**src/rtl/ssd1306_pkg.sv**
```systemverilog
// Shared types and constants for the SSD1306 bring-up datapath:
// init FSM states and the layout of the 9-bit init ROM word.
package ssd1306_pkg;

  typedef enum logic [2:0] {
    IDLE     = 3'd0,
    RES_LOW  = 3'd1,
    RES_WAIT = 3'd2,
    FETCH    = 3'd3,
    SEND     = 3'd4,
    DONE     = 3'd5
  } init_state_t;

  localparam int ROM_DATA_WIDTH = 9;
  localparam int ROM_DC_BIT     = 8;

  localparam logic CMD_DC  = 1'b0;
  localparam logic DATA_DC = 1'b1;

endpackage

```
**src/rtl/ssd1306_init_sequencer_if.sv**
```systemverilog
// Byte stream from the init sequencer to the SPI serializer:
// one byte plus its D/C level, moved on tx_valid && tx_ready.
interface ssd1306_init_sequencer_if;

  logic       tx_valid;
  logic [7:0] tx_byte;
  logic       tx_dc;
  logic       tx_ready;

  modport master (
    output tx_valid,
    output tx_byte,
    output tx_dc,
    input  tx_ready
  );

  modport slave (
    input  tx_valid,
    input  tx_byte,
    input  tx_dc,
    output tx_ready
  );

endinterface

```
**src/rtl/ssd1306_init_sequencer_delay_counter.sv**
```systemverilog
// Saturating up-counter with synchronous clear and a terminal-count flag
// against a caller-supplied value; shared by the panel timing stages.
module delay_counter #(
  parameter int WIDTH = 8
) (
  input  logic             clk,
  input  logic             reset,
  input  logic             clear_i,
  input  logic             enable_i,
  input  logic [WIDTH-1:0] terminal_i,
  output logic             terminal_o
);

  logic [WIDTH-1:0] count_q;
  logic [WIDTH-1:0] count_d;

  // Clear wins over enable; the count parks at all-ones instead of wrapping.
  always_comb begin
    count_d = count_q;
    if (clear_i) begin
      count_d = '0;
    end else if (enable_i && (count_q != '1)) begin
      count_d = count_q + 1'b1;
    end
  end

  always_ff @(posedge clk) begin
    if (reset) begin
      count_q <= '0;
    end else begin
      count_q <= count_d;
    end
  end

  assign terminal_o = (count_q == terminal_i);

endmodule

```
**src/rtl/ssd1306_init_sequencer.sv**
```systemverilog
// SSD1306 power-up sequencer: pulses the panel reset pin, waits for the
// panel to settle, then streams the init ROM to the SPI byte transmitter.
module ssd1306_init_sequencer
  import ssd1306_pkg::*;
#(
  parameter int ROM_SIZE          = 25,
  parameter int ADDRESS_BITS      = $clog2(ROM_SIZE),
  parameter int RESET_LOW_CYCLES  = 10,
  parameter int RESET_WAIT_CYCLES = 100
) (
  input  logic                      clk,
  input  logic                      reset,
  input  logic                      start,
  output logic [ADDRESS_BITS-1:0]   rom_address,
  input  logic [ROM_DATA_WIDTH-1:0] rom_data,
  input  logic                      rom_last,
  output logic                      oled_res_n,
  ssd1306_init_sequencer_if.master  tx,
  output logic                      busy,
  output logic                      done
);

  localparam int CNT_MAX = (RESET_LOW_CYCLES > RESET_WAIT_CYCLES) ?
                           RESET_LOW_CYCLES : RESET_WAIT_CYCLES;
  localparam int CNT_W   = $clog2(CNT_MAX + 1);

  localparam logic [CNT_W-1:0]        LOW_TC   = CNT_W'(RESET_LOW_CYCLES - 1);
  localparam logic [CNT_W-1:0]        WAIT_TC  = CNT_W'(RESET_WAIT_CYCLES - 1);
  localparam logic [ADDRESS_BITS-1:0] ADDR_END = ADDRESS_BITS'(ROM_SIZE);

  init_state_t state_q, state_d;

  logic [ADDRESS_BITS-1:0] addr_q, addr_d;
  logic [7:0]              byte_q, byte_d;
  logic                    dc_q, dc_d;
  logic                    valid_q, valid_d;
  logic                    res_n_q, res_n_d;
  logic                    busy_q, busy_d;
  logic                    done_q, done_d;

  logic             cnt_clr;
  logic             cnt_en;
  logic [CNT_W-1:0] cnt_terminal;
  logic             cnt_tc;
  logic             handshake;

  assign handshake = valid_q && tx.tx_ready;

  delay_counter #(
    .WIDTH (CNT_W)
  ) u_delay (
    .clk        (clk),
    .reset      (reset),
    .clear_i    (cnt_clr),
    .enable_i   (cnt_en),
    .terminal_i (cnt_terminal),
    .terminal_o (cnt_tc)
  );

  // State and output registers; every port is driven straight from a flop.
  always_ff @(posedge clk) begin
    if (reset) begin
      state_q <= IDLE;
      addr_q  <= '0;
      byte_q  <= '0;
      dc_q    <= 1'b0;
      valid_q <= 1'b0;
      res_n_q <= 1'b1;
      busy_q  <= 1'b0;
      done_q  <= 1'b0;
    end else begin
      state_q <= state_d;
      addr_q  <= addr_d;
      byte_q  <= byte_d;
      dc_q    <= dc_d;
      valid_q <= valid_d;
      res_n_q <= res_n_d;
      busy_q  <= busy_d;
      done_q  <= done_d;
    end
  end

  always_comb begin
    state_d = state_q;
    unique case (state_q)
      IDLE, DONE: begin
        if (start) state_d = RES_LOW;
      end
      RES_LOW: begin
        if (cnt_tc) state_d = RES_WAIT;
      end
      RES_WAIT: begin
        if (cnt_tc) state_d = FETCH;
      end
      FETCH: begin
        state_d = rom_last ? DONE : SEND;
      end
      SEND: begin
        if (handshake) state_d = FETCH;
      end
      default: state_d = IDLE;
    endcase
  end

  // Output flops are loaded from the next state so they line up with it.
  always_comb begin
    addr_d       = addr_q;
    byte_d       = byte_q;
    dc_d         = dc_q;
    cnt_clr      = 1'b0;
    cnt_en       = 1'b0;
    cnt_terminal = LOW_TC;
    unique case (state_q)
      IDLE, DONE: begin
        if (start) begin
          addr_d  = '0;
          cnt_clr = 1'b1;
        end
      end
      RES_LOW: begin
        cnt_en = 1'b1;
        if (cnt_tc) cnt_clr = 1'b1;
      end
      RES_WAIT: begin
        cnt_en       = 1'b1;
        cnt_terminal = WAIT_TC;
      end
      FETCH: begin
        if (!rom_last) begin
          byte_d = rom_data[7:0];
          dc_d   = rom_data[ROM_DC_BIT];
        end
      end
      SEND: begin
        if (handshake && (addr_q != ADDR_END)) addr_d = addr_q + 1'b1;
      end
      default: ;
    endcase

    res_n_d = (state_d != RES_LOW);
    valid_d = (state_d == SEND);
    busy_d  = (state_d == RES_LOW) || (state_d == RES_WAIT) ||
              (state_d == FETCH)   || (state_d == SEND);
    done_d  = (state_d == DONE);
  end

  assign rom_address = addr_q;
  assign oled_res_n  = res_n_q;
  assign busy        = busy_q;
  assign done        = done_q;
  assign tx.tx_valid = valid_q;
  assign tx.tx_byte  = byte_q;
  assign tx.tx_dc    = dc_q;

endmodule

```
**src/flat_wrapper.sv**
```systemverilog
// flat-port wrapper written by rule: the top's interface ports become plain ports
module ssd1306_init_sequencer_flat import ssd1306_pkg::*;
#(
  parameter int ROM_SIZE          = 25,
  parameter int ADDRESS_BITS      = $clog2(ROM_SIZE),
  parameter int RESET_LOW_CYCLES  = 10,
  parameter int RESET_WAIT_CYCLES = 100
)
  (clk, reset, start, rom_address, rom_data, rom_last, oled_res_n, busy, done, tx_tx_valid, tx_tx_byte, tx_tx_dc, tx_tx_ready);
  ssd1306_init_sequencer_if tx_i ();
  input  logic clk;
  input  logic reset;
  input  logic start;
  output logic [ADDRESS_BITS-1:0] rom_address;
  input  logic [ROM_DATA_WIDTH-1:0] rom_data;
  input  logic rom_last;
  output logic oled_res_n;
  output logic busy;
  output logic done;
  output wire logic [$bits(tx_i.tx_valid)-1:0] tx_tx_valid;
  output wire logic [$bits(tx_i.tx_byte)-1:0] tx_tx_byte;
  output wire logic [$bits(tx_i.tx_dc)-1:0] tx_tx_dc;
  input wire logic [$bits(tx_i.tx_ready)-1:0] tx_tx_ready;
  assign tx_tx_valid = tx_i.tx_valid;
  assign tx_tx_byte = tx_i.tx_byte;
  assign tx_tx_dc = tx_i.tx_dc;
  assign tx_i.tx_ready = tx_tx_ready;
  ssd1306_init_sequencer #(.ROM_SIZE(ROM_SIZE), .ADDRESS_BITS(ADDRESS_BITS), .RESET_LOW_CYCLES(RESET_LOW_CYCLES), .RESET_WAIT_CYCLES(RESET_WAIT_CYCLES)) u_core (.clk(clk), .reset(reset), .start(start), .rom_address(rom_address), .rom_data(rom_data), .rom_last(rom_last), .oled_res_n(oled_res_n), .tx(tx_i), .busy(busy), .done(done));
endmodule
```
**config.mk**
```make
export PLATFORM = sky130hd
export DESIGN_NAME = ssd1306_init_sequencer_flat
export DESIGN_NICKNAME = d
export VERILOG_FILES = /design/src/rtl/ssd1306_pkg.sv /design/src/rtl/ssd1306_init_sequencer_if.sv /design/src/rtl/ssd1306_init_sequencer_delay_counter.sv /design/src/rtl/ssd1306_init_sequencer.sv /design/src/flat_wrapper.sv
export SDC_FILE = /design/constraint.sdc
export NUM_CORES = 1
export LEC_CHECK = 0
export CAP_MARGIN = 10
export CORE_MARGIN = 2
export CORE_UTILIZATION = 50
export CTS_BUF_LIST = sky130_fd_sc_hd__clkbuf_8
export DETAILED_ROUTE_END_ITERATION = 12
export GPL_ROUTABILITY_DRIVEN = 0
export PLACE_DENSITY = 0.86
export SETUP_SLACK_MARGIN = 0.2
export SYNTH_ARGS = -nofsm -noshare
export SYNTH_HDL_FRONTEND = slang
export SYNTH_SLANG_ARGS = --single-unit
```
**constraint.sdc**
```tcl
create_clock -name clk -period 2.7 [get_ports clk]
set_input_delay 0.81 -clock clk [delete_from_list [all_inputs] [get_ports clk]]
set_output_delay 0.81 -clock clk [all_outputs]
set_load 0.1 [all_outputs]
```
==> impl_metrics.yaml <==
global_route:
  grt_first_pass_wirelength_mm: 4.63
  grt_usage_pct: 18.5
  overflow: 0
  antenna_found_initial: 0
  grt_max_degree: 16
  first_global_vias: 1025
sta:
  whs_ns: 0.466
  tns_ns: 0
  setup-violations-final: 0
  worst_slew_pin_slew_ns: 0.518
  post-route-period-util_pct: 78.6
  relSlewSlack_pct: 65.3
  hold_violations: 0
  fin_crit_ns: 2.12
  finalMaxSlewViolations: 0
  rsz0062_at_grt: "false"
  fmax_ghz: 0.471
  finClkSkew_ns: 0.00148
critical_path:
  critPathCaptureType: "flip-flop"
  crit_start: "tx_tx_ready"
  crit_type: "in -> reg"
  critPathMaxFanout: 7
  r2r-start: "u_core.u_delay.count_q[1]"
  crit_arrival_ns: 2.34
  crit_required_ns: 2.92
  start_kind: "input port"
floorplan:
  fp-row-count: 18
  ioPinCount: 32
  die_h_um: 56.1
  start_util_pct: 53.8
  die_area_sq_mm: 0.00315
  die_w_um: 56.1
  core-area_sq_mm: 0.00252
synthesis:
  synth_edf_count: 0
  synthArstFlopShare_pct: 0
  yosysTopAreaCell: "dfxtp_1"
  yosys_warnings: 0
  syn_nets: 163
  synthCells: 146
  synth_area_leaders: "dfxtp_1 41%, nand2_1 6.1%, nor2_1 5.0%"
  synth_ff_type: "dfxtp_1"
  synth_top_area_share_pct: 41.3
  syn_area_sq_mm: 0.00136
  ys_types: 43
  seq_area_frac_synth_pct: 41.3
  ys_ff_latch: 28
  avgSynthCellArea_sq_um: 9.30
pwr:
  powerDensity_mw_per_mm2: 459
  p_leak_nw: 0.655
  ir_drop_mv: 0.486
finish:
  n_antenna_cell: 0
  final_cell_mix: "28 x dfxtp_1, 22 x nand2_1, 19 x buf_4, 18 x nor2_1, 13 x clkdlybuf4s50_1"
  fin_area_sq_mm: 0.00168
  final_cells: 205
  area_growth_pct: 23.6
  final_common_cell: "dfxtp_1"
  drive_gt1_share_pct: 20.0
  nets: 193
route:
  wl_per_cell_um: 13.4
  viasPerCell: 5.40
  dr.pass1.iters: 4
  postRouteWirelength_mm: 2.76
  drtAntennaViolNets: 0
  remaining_drc_errors: 0
  vias: 1106
  drt_iter0_drc: 12
clocking:
  cts_buffer_depth: 2
  cts_resized: 0
  clkTransAtPathRegs_ns: 0.09
  h-tree-depth: 1
  cts_hold_buf: 0
  post_cts_buffers: 0
  cts_buffers: 3
  cts-root-buf: "clkbuf_8"
  insertion_delay_ns: 0.27
  cts_tree: "built"
  cts.sinks: 28
placed_design:
  dp.cells: 201
  port_buffers: 31
  place_area_sq_mm: 0.00162
  hpwl_mm: 2.08
status:
  status: "complete, no violations"
run:
  cap_violations: 0
hold_path:
  holdCritPathClass: "reg -> reg"
  worstHoldStart: "u_core.tx.tx_byte[4]"
[synth_stat cells (3+ instances only)]
cell,n
nor2_1,18
nand3_1,3
nor3_1,3
xor2_1,7
ha_1,3
clkbuf_1,4
a21oi_1,11
dfxtp_1,28
inv_1,4
nor2b_1,3
nand2_1,22
[worst max-delay path: stages]
cell             delay, ns
clkdlybuf4s50_1       0.48
nand3_1               0.19
nor4_4                0.42
o2111ai_1             0.18
xor2_1                0.17
nor2_1                0.09
[state kept, by name, indices dropped and copies added, names as in the netlist]
name and count:
u_core.busy 1, u_core.rom_address 5, u_core.u_delay.count_q 7, u_core.oled_res_n 1, u_core.done 1, u_core.tx.tx_dc 1, u_core.state_q 3, u_core.tx.tx_valid 1
u_core.tx.tx_byte 8
[routing by layer]
metal	track usage, %	vias up	wire, um
met5	0	-	0
met4	6.12	0	40
met3	6.05	6	139
met2	30.3	22	1300
met1	22.7	516	1270
li1	-	562	-
[final timing paths]
kind	depth (start not counted)	slack [ns]	end
min	2	0.47	u_core.tx.tx_byte[4]
min reg2reg	2	0.47	u_core.tx.tx_byte[4]
max	6	0.58	u_core.rom_address[3]
max reg2reg	6	0.86	u_core.u_delay.count_q[4]
[through the flow]
stage | total power, mW | setup WS, ns | util (%)
after CTS | 0.774 | 0.586 | 66.5
after global routing | 0.798 | 0.473 | 66.5
final | 0.769 | 0.577 | 66.5
after floorplan | 0.497 | 0.412 | -
after global placement | 0.524 | 0.333 | 64.3
after detailed placement | 0.526 | 0.298 | 64.3
[power by group]
group	switching, mW	internal (mW)	total (mW)
clock network	0.123	0.131	0.253
logic	0.0485	0.0421	0.0907
registers	0.00743	0.418	0.425
total	0.179	0.590	0.769
[layout make-up]
| type | instances | area, sq um |
|---|---|---|
| fillers | 203 | 845 |
| well taps | 30 | 37.5 |
| clock buffers | 4 | 55.1 |
| inverters | 4 | 15.0 |
| flip-flops and latches | 28 | 561 |
| repair buffers | 32 | 273 |
| multi-input cells | 107 | 737 |
[cells by family (layout without fill, tap and decap cells)]
family | after synthesis | after routing | synth area share [%]
AOI/OAI and AO/OA | 24 | 24 | 15.0
xor gates and xnor gates | 10 | 10 | 7.01
adders and majority gates | 3 | 3 | 2.77
buffers and inverters | 11 | 40 | 4.42
DFF | 28 | 28 | 41.3
muxes | 1 | 1 | 0.737
and+or+nand+nor | 69 | 69 | 28.8
(Power assumes the default switching activity.)
